[config.mk]
export PLATFORM = sky130hd
export DESIGN_NAME = ccff_chain_loader
export DESIGN_NICKNAME = d
export VERILOG_FILES = /design/src/rtl/ccff_loader_pkg.sv /design/src/rtl/ccff_loader_crc8.sv /design/src/rtl/ccff_chain_loader.sv
export SDC_FILE = /design/constraint.sdc
export NUM_CORES = 1
export LEC_CHECK = 0
export CORE_MARGIN = 10
export CORE_UTILIZATION = 26
export DETAILED_ROUTE_END_ITERATION = 10
export HOLD_SLACK_MARGIN = 0.06
export PLACE_DENSITY_LB_ADDON = 0.3
export SYNTH_ARGS = -nofsm -noshare
export SYNTH_HDL_FRONTEND = slang
export SYNTH_HIERARCHICAL = 1
export SYNTH_SLANG_ARGS = --single-unit
[constraint.sdc]
create_clock -name prog_clk -period 1.9 [get_ports prog_clk]
set_input_delay 0.19 -clock prog_clk [delete_from_list [all_inputs] [get_ports prog_clk]]
set_output_delay 0.19 -clock prog_clk [all_outputs]
set_load 0.01 [all_outputs]
[src/rtl/ccff_loader_pkg.sv]
// Shared definitions for the configuration-chain loader.
// Contents: FSM state encodings, CRC-8 polynomial/init constants and a
// single-bit CRC update helper used by the serial CRC sub-module.
package ccff_loader_pkg;

    localparam int unsigned STATE_W = 3;

    typedef logic [STATE_W-1:0] state_t;

    localparam state_t ST_IDLE   = 3'd0;
    localparam state_t ST_FETCH  = 3'd1;
    localparam state_t ST_SHIFT  = 3'd2;
    localparam state_t ST_VERIFY = 3'd3;
    localparam state_t ST_CHECK  = 3'd4;

    localparam int unsigned CRC_W     = 8;
    localparam logic [7:0]  CRC8_POLY = 8'h07;
    localparam logic [7:0]  CRC8_INIT = 8'h00;

    // One MSB-first step of a non-reflected serial CRC-8.
    function automatic logic [7:0] crc8_step(input logic [7:0] crc, input logic bit_in);
        logic fb;
        fb = crc[7] ^ bit_in;
        return {crc[6:0], 1'b0} ^ (fb ? CRC8_POLY : 8'h00);
    endfunction

endpackage

[src/rtl/ccff_loader_crc8.sv]
// Serial CRC-8 accumulator (poly 0x07, init 0x00, no reflection, no final XOR).
// Ports:
//   clk, rst   - clock, asynchronous active-high reset
//   clear      - reload the init value (has priority over enable)
//   enable     - fold bit_in into the running CRC this cycle
//   bit_in     - serial data bit
//   crc        - current CRC value
module ccff_crc8
    import ccff_loader_pkg::*;
(
    input  logic             clk,
    input  logic             rst,
    input  logic             clear,
    input  logic             enable,
    input  logic             bit_in,
    output logic [CRC_W-1:0] crc
);

    logic [CRC_W-1:0] crc_q;
    logic [CRC_W-1:0] crc_d;

    // Next CRC value
    always_comb begin
        crc_d = crc_q;
        if (clear) begin
            crc_d = CRC8_INIT;
        end else if (enable) begin
            crc_d = crc8_step(crc_q, bit_in);
        end
    end

    // CRC register
    always_ff @(posedge clk or posedge rst) begin
        if (rst) begin
            crc_q <= CRC8_INIT;
        end else begin
            crc_q <= crc_d;
        end
    end

    assign crc = crc_q;

endmodule

[src/rtl/ccff_chain_loader.sv]
// Loads a configuration flip-flop chain from a word stream and verifies it by
// recirculating the chain once while comparing CRC-8 of shifted-in and
// read-back bits.
// Ports:
//   prog_clk, pReset     - clock, asynchronous active-high reset
//   start                - one-cycle load request (honoured only when idle)
//   cfg_data/cfg_valid   - bitstream word (MSB first) and its qualifier
//   cfg_ready            - high while waiting for a word
//   ccff_head/ccff_tail  - serial bit into the chain / out of the chain
//   chain_clk_en         - chain clock-gate enable; chain shifts when high
//   busy                 - high outside IDLE
//   done                 - one-cycle pulse registered from the CHECK cycle
//   error                - sticky verify-mismatch flag, cleared by start
module ccff_chain_loader
    import ccff_loader_pkg::*;
#(
    parameter int unsigned CHAIN_LEN = 16,
    parameter int unsigned DATA_W    = 8
) (
    input  logic              prog_clk,
    input  logic              pReset,
    input  logic              start,
    input  logic [DATA_W-1:0] cfg_data,
    input  logic              cfg_valid,
    output logic              cfg_ready,
    output logic              ccff_head,
    input  logic              ccff_tail,
    output logic              chain_clk_en,
    output logic              busy,
    output logic              done,
    output logic              error
);

    localparam int unsigned CNT_W  = $clog2(CHAIN_LEN + 1);
    localparam int unsigned LEFT_W = $clog2(DATA_W + 1);

    state_t              state_q,   state_d;
    logic [CNT_W-1:0]    bit_cnt_q, bit_cnt_d;
    logic [LEFT_W-1:0]   left_q,    left_d;
    logic [DATA_W-1:0]   word_q,    word_d;
    logic                cfg_ready_q, cfg_ready_d;
    logic                clk_en_q,    clk_en_d;
    logic                recirc_q,    recirc_d;
    logic                busy_q,      busy_d;
    logic                done_q,      done_d;
    logic                error_q,     error_d;

    logic                crc_clr;
    logic                crc_in_en;
    logic                crc_out_en;
    logic [CRC_W-1:0]    crc_in;
    logic [CRC_W-1:0]    crc_out;

    // Next-state and datapath control
    always_comb begin
        state_d    = state_q;
        bit_cnt_d  = bit_cnt_q;
        left_d     = left_q;
        word_d     = word_q;
        error_d    = error_q;
        crc_clr    = 1'b0;
        crc_in_en  = 1'b0;
        crc_out_en = 1'b0;

        case (state_q)
            ST_IDLE: begin
                if (start) begin
                    error_d   = 1'b0;
                    bit_cnt_d = '0;
                    crc_clr   = 1'b1;
                    state_d   = ST_FETCH;
                end
            end
            ST_FETCH: begin
                if (cfg_valid) begin
                    word_d  = cfg_data;
                    left_d  = LEFT_W'(DATA_W);
                    state_d = ST_SHIFT;
                end
            end
            ST_SHIFT: begin
                crc_in_en = 1'b1;
                word_d    = word_q << 1;
                left_d    = left_q - LEFT_W'(1);
                bit_cnt_d = bit_cnt_q + CNT_W'(1);
                // Chain full wins over end-of-word: leftover low bits are dropped.
                if (bit_cnt_q == CNT_W'(CHAIN_LEN - 1)) begin
                    state_d = ST_VERIFY;
                end else if (left_q == LEFT_W'(1)) begin
                    state_d = ST_FETCH;
                end
            end
            ST_VERIFY: begin
                // bit_cnt counts back down to zero across the recirculation pass.
                crc_out_en = 1'b1;
                bit_cnt_d  = bit_cnt_q - CNT_W'(1);
                if (bit_cnt_q == CNT_W'(1)) begin
                    state_d = ST_CHECK;
                end
            end
            ST_CHECK: begin
                if (crc_in != crc_out) begin
                    error_d = 1'b1;
                end
                state_d = ST_IDLE;
            end
            default: begin
                state_d = ST_IDLE;
            end
        endcase

        // Output flops mirror the next state so the clock-gate enable is glitch-free.
        cfg_ready_d = (state_d == ST_FETCH);
        clk_en_d    = (state_d == ST_SHIFT) || (state_d == ST_VERIFY);
        recirc_d    = (state_d == ST_VERIFY);
        busy_d      = (state_d != ST_IDLE);
        done_d      = (state_q == ST_CHECK);
    end

    // State and output registers
    always_ff @(posedge prog_clk or posedge pReset) begin
        if (pReset) begin
            state_q     <= ST_IDLE;
            bit_cnt_q   <= '0;
            left_q      <= '0;
            word_q      <= '0;
            cfg_ready_q <= 1'b0;
            clk_en_q    <= 1'b0;
            recirc_q    <= 1'b0;
            busy_q      <= 1'b0;
            done_q      <= 1'b0;
            error_q     <= 1'b0;
        end else begin
            state_q     <= state_d;
            bit_cnt_q   <= bit_cnt_d;
            left_q      <= left_d;
            word_q      <= word_d;
            cfg_ready_q <= cfg_ready_d;
            clk_en_q    <= clk_en_d;
            recirc_q    <= recirc_d;
            busy_q      <= busy_d;
            done_q      <= done_d;
            error_q     <= error_d;
        end
    end

    // CRC of bits sent into the head
    ccff_crc8 u_crc_in (
        .clk    (prog_clk),
        .rst    (pReset),
        .clear  (crc_clr),
        .enable (crc_in_en),
        .bit_in (word_q[DATA_W-1]),
        .crc    (crc_in)
    );

    // CRC of bits read back from the tail
    ccff_crc8 u_crc_out (
        .clk    (prog_clk),
        .rst    (pReset),
        .clear  (crc_clr),
        .enable (crc_out_en),
        .bit_in (ccff_tail),
        .crc    (crc_out)
    );

    // Head must sample the tail in the same chain edge during recirculation,
    // so it is a direct mux; it is forced low whenever the chain is not clocked.
    assign ccff_head    = clk_en_q & (recirc_q ? ccff_tail : word_q[DATA_W-1]);
    assign cfg_ready    = cfg_ready_q;
    assign chain_clk_en = clk_en_q;
    assign busy         = busy_q;
    assign done         = done_q;
    assign error        = error_q;

endmodule
Word-level counts from Yosys, hierarchy flattened. Cells that the tools add are included.

Add/subtract/negate cells: 3. Equal/unequal tests: 14. Mux-type cells: 26. Bitwise operators: 5. Reductions and logical operators: 11.

Operators with widths (count): 2-to-1 mux 8 bit (5); 2-to-1 mux 3 bit (7); one-hot mux 8 bit (2 select lines) (1); bitwise XOR 8 bit (2); one-hot mux 5 bit (3 select lines) (1); equality test 3 x 2 -> 1 bit, second input constant (4); one-hot mux 3 bit (4 select lines) (1); != test 8 bit (1); one-hot mux 4 bit (2 select lines) (1); nonzero test 2 bit (4); 2-to-1 mux 1 bit (7); equality test 3 x 1 -> 1 bit, second input constant (2); nonzero test 3 bit (2); adder 5 x 1 -> 5 bit, second input constant (1); equality test 5 x 1 -> 1 bit, second input constant (1); equality test 5 x 4 -> 1 bit, second input constant (1); 2-to-1 mux 5 bit (1); subtractor 5 x 1 -> 5 bit, second input constant (1); equality test 4 x 1 -> 1 bit, second input constant (1); 2-to-1 mux 4 bit (1); != test 2 bit, second input constant (2); AND reduction 2 bit (2); subtractor 4 x 1 -> 4 bit, second input constant (1); equality test 3 bit, second input constant (1); 7 further kinds (8).

Bits in registers: 42. Bits of input ports: 13. Output and inout bits: 6. Logic and storage cells: 71.

Depth between registers and ports, before layout.
Depth after elaboration: 6. Gate-level depth with buffers: 8. Gate-level depth less buffers: 7.

By module. Netlist, hierarchy kept.

Modules (own cells, without submodules): ccff_chain_loader (times used 1, cells an instance 141, area each 1448.9 µm², sequential area each 650.6 µm²); ccff_crc8 (times used 2, cells an instance 33, area each 376.6 µm², sequential area each 200.2 µm²).

Worst setup path after synthesis. Ideal clock, no wire load.

Kind: flip-flop to flip-flop. Start: reg state_q[0]. End: reg u_crc_in.crc_q[2], in the netlist u_crc_in/crc[2]. Library setup time: 0.104 ns. Data arrival time: 1.892 ns. Data required time: 1.796 ns. Slack: -0.096 ns. Stages on the path, launching flop included: 9. Buffers on the path: 3. Period minus slack after synthesis: 1.996 ns. Path through: dfrtp_1 > buf_2 > or3b_4 > inv_2 > buf_4 > buf_6 > inv_2 > or4_1 > o311ai_1.

Longest elaborated chain between the ends: 3. Elaborated cells between the ends (all ways): 6. Classes of those cells: eq/ne (1); mux (3); reduce/logical (2).

RTL lines: start, declared (line ccff_chain_loader.sv:37) `state_t state_q, state_d;`; start signal, assigned (line ccff_chain_loader.sv:134) `state_q <= state_d;`; equality test 3 x 2 -> 1 bit (line ccff_chain_loader.sv:65) `case (state_q)`; 2-to-1 mux 1 bit (line ccff_chain_loader.sv:65); named net crc_in_en (line ccff_chain_loader.sv:49) `logic crc_in_en;`; nonzero test 2 bit (no source line); end signal, assigned (line ccff_loader_crc8.sv:37) `crc_q <= crc_d;`; end, declared (line ccff_loader_crc8.sv:19) `logic [CRC_W-1:0] crc_q;`.

The timed path passes the listed nets, and every way through them passes these cells. A chain may end at the register's enable or synchronous reset.

Final worst setup path.
Start: reg bit_cnt_q[0]. End: reg recirc_q.

Longest elaborated chain between the ends: 4. Elaborated cells between the ends (all ways): 6. Classes of those cells: eq/ne (3); mux (3).

RTL lines: start, declared (line ccff_chain_loader.sv:38) `logic [CNT_W-1:0] bit_cnt_q, bit_cnt_d;`; start signal, assigned (line ccff_chain_loader.sv:135) `bit_cnt_q <= bit_cnt_d;`; equality test 5 x 1 -> 1 bit / equality test 5 x 4 -> 1 bit (equally long branches) (line ccff_chain_loader.sv:97, ccff_chain_loader.sv:87); 2-to-1 mux 3 bit (on tied branches) (line ccff_chain_loader.sv:97, ccff_chain_loader.sv:87); one-hot mux 3 bit (4 select lines) (*) (line ccff_chain_loader.sv:65); named net state_d[1] (line ccff_chain_loader.sv:37); equality test 3 x 2 -> 1 bit (*) (line ccff_chain_loader.sv:115) `recirc_d = (state_d == ST_VERIFY);`; named net recirc_d (line ccff_chain_loader.sv:43) `logic recirc_q, recirc_d;`; end signal, assigned (line ccff_chain_loader.sv:140) `recirc_q <= recirc_d;`; end, declared (line ccff_chain_loader.sv:43).

The timed path passes the listed nets; every way through them passes the cells marked *.

==> impl_metrics.yaml <==
timing:
  finClkSkew_ns: 0.00343
  layout_min_cycle_time_ns: 1.79
  grt_setup_unrepaired: "no"
  tns_ns: 0
  setup_violations: 0
  worstMarginPinSlew_ns: 0.343
  final-hold-violation-count: 0
  relSlewSlack: 0.768
  post-route-period-util: 0.940
  drv_slew: 0
  hold_slack_ns: 0.239
  max_freq_ghz: 0.560
routing:
  vias: 1508
  first_pass_iters: 4
  route.detailed.drc: 0
  avgViaCountPerCell: 4.46
  drtIter0Drc: 51
  wl_per_cell_um: 12.7
  wl_um: 4290
  antenna_left: 0
grt:
  grt_antenna_before_repair: 0
  grt_overflow: 0
  first_global_vias: 1536
  grt_pass1_wl_um: 7490
  track_usage: 0.0697
  grt_max_degree: 27
synthesis:
  yosysUniqueCellTypes: 46
  synth_fp_nets: 226
  yosys_most_used_dff: "dfrtp_1"
  synth.yosys.seq_area_share: 0.477
  synth-edff-count: 0
  yosys_warnings: 6
  synth_area_mm2: 0.00220
  async_flop_share: 1.00
  postSynthAreaPerCell_um2: 10.6
  yosys_register_bits: 42
  synthCells: 207
final_layout:
  fin_cells: 338
  drive_gt1_frac: 0.124
  area_growth_pct: 18.9
  finish.utilization: 0.319
  layout.nets: 252
  final_cell_mix: "dfrtp_1 (42), mux2i_1 (21), nor2_1 (19)"
  n_antenna_cell: 0
  final_common_cell: "dfrtp_1"
  fin_area_mm2: 0.00262
setup_path:
  worstSetupStartpointType: "flop"
  reg2regPathDepth: 6
  critical_path.endpoint_type: "flop"
  critPathKind: "reg -> reg"
  critPathMostFrequentCell: "ha_1"
  critPathMaxFanout: 7
  cp.arrival_ns: 1.96
  ff2ff_setup_slack_ns: 0.11
  cp_slowest_stage_delay_ns: 0.44
  cp_slowest_cell: "dfrtp_1"
  r2r-end: "recirc_q$_DFF_PP0_"
  crit_chain: "ha_1 > and3_1 > ha_1 > a211o_1 > a21o_1 > nor2b_4"
  worstPathRequired_ns: 2.07
  r2r-start: "bit_cnt_q[0]$_DFFE_PP0P_"
die:
  fp.dieH_um: 112
  die_w_um: 112
  die_area_mm2: 0.0126
  start_util: 0.268
  rows: 33
  ios: 19
  coreArea_mm2: 0.00822
pwr:
  internal_power_uw: 2270
  seq_power_share: 0.403
  p_leak_uw: 0.00112
  swShare: 0.375
  p_per_area_mw_per_mm2: 1390
  combPwrFrac: 0.446
  p_clk_frac: 0.151
  ir_worst_vdd_v: 0.000637
  power.switching_uw: 1370
status:
  status: "complete, no violations"
flow_run:
  max_cap_viol_count: 0
cts:
  cts-hold-fix-buffers: 0
  cts_setup_buffers: 0
  ctsResizeCount: 0
  root_buffer: "clkbuf_8"
  cts.sinks: 42
  cts_made_buffers: 5
  clockBufferDepth: 2
  cts_tree: "yes"
  clock_latency_ns: 0.29
  clkTransAtPathRegs_ns: 0.08
  cts-htree-levels: 2
hold_path:
  hold_class: "in -> async"
place:
  hpwl_um: 3170
  gp_congestion: 0.717
  port_buffers: 18
  placed_cell_area_mm2: 0.00254
  place_inst: 331
## metal layers
layer  wire [um]  global-route usage
met1        2280              0.0963
met2        1850               0.102
met3         153              0.0245
met4           6              0.0135
met5           0                   0
## Yosys cell counts (2+ instances only)
library cell,count,area [um2]
a211oi_1,2,15.0
a21oi_1,3,15.0
and2_1,2,12.5
and3_1,2,12.5
buf_2,4,20.0
buf_4,3,22.5
buf_6,2,22.5
dfrtp_1,42,1050
ha_1,6,75.1
inv_1,11,41.3
inv_2,3,11.3
mux2i_1,21,210
nand2_1,13,48.8
nand2b_1,3,18.8
nand3b_1,2,15.0
nand4_1,2,12.5
nand4b_1,2,17.5
nor2_1,19,71.3
nor2b_1,2,12.5
nor4b_1,2,17.5
o211ai_1,2,15.0
o21ai_0,10,50.1
o21ai_1,7,35.0
o22ai_1,2,12.5
o311ai_1,2,17.5
or2b_1,2,15.0
or3b_4,2,22.5
or4_1,4,30.0
xnor2_1,12,105
xor2_1,2,17.5
## per-stage QoR
stage / setup WS (ns) / power [uW]
floorplan: -0.0311 / 2720
global placement: 0.109 / 3110
detailed placement: 0.101 / 3130
CTS: 0.0953 / 3700
global route: 0.00438 / 3980
finish: 0.114 / 3640
## layout make-up
class	instances	area, um2
Sequential cell	42	1050
Inverter	14	55.1
Clock inverter	2	10.0
Tap cell	105	131
Multi-Input combinational cell	142	1030
Fill cell	849	5600
Clock buffer	5	68.8
Timing Repair Buffer	28	268
## how the worst max path moves through the flow
stage / cells after the start / from / endpoint
after detailed placement: 4 / ccff_tail / ccff_head
after global placement: 4 / ccff_tail / ccff_head
after CTS: 4 / ccff_tail / ccff_head
final: 6 / bit_cnt_q[0]$_DFFE_PP0P_ / recirc_q$_DFF_PP0_
after floorplan: 8 / state_q[0]$_DFF_PP0_ / u_crc_in/crc[2]$_DFFE_PP0P_
after global routing: 6 / bit_cnt_q[0]$_DFFE_PP0P_ / recirc_q$_DFF_PP0_
## power groups by stage
stage / Clock [uW] / Combinational [uW] / Sequential [uW]
2_1_floorplan: 0 / 1300 / 1420
3_3_place_gp: 0 / 1630 / 1480
3_5_place_dp: 0 / 1640 / 1490
4_1_cts: 573 / 1650 / 1470
5_1_grt: 615 / 1840 / 1520
6_report: 548 / 1620 / 1470
## worst max-delay path, delay by kind of cell, from the launching register on
family,cells,cell delay [ns]
flops,1,0.44
simple gates,2,0.30
fa+ha+maj,2,0.44
compound gates,2,0.48
## registers in the layout (all words and copies together), names as in the netlist
signal,cells
recirc_q,1
busy,1
u_crc_out/crc,8
chain_clk_en,1
u_crc_in/crc,8
bit_cnt_q,5
word_q,8
state_q,3
left_q,4
error,1
done,1
cfg_ready,1
## kinds of logic after synthesis
group,Yosys count,synth area share
and+or+nand+nor,64,0.174
DFF,42,0.477
AOI/OAI and AO/OA,36,0.105
buffers and inverters,23,0.0534
muxes,22,0.101
xor gates and xnor gates,14,0.0557
adders and majority gates,6,0.0341
Note: power is estimated with default switching activity, not from simulation.
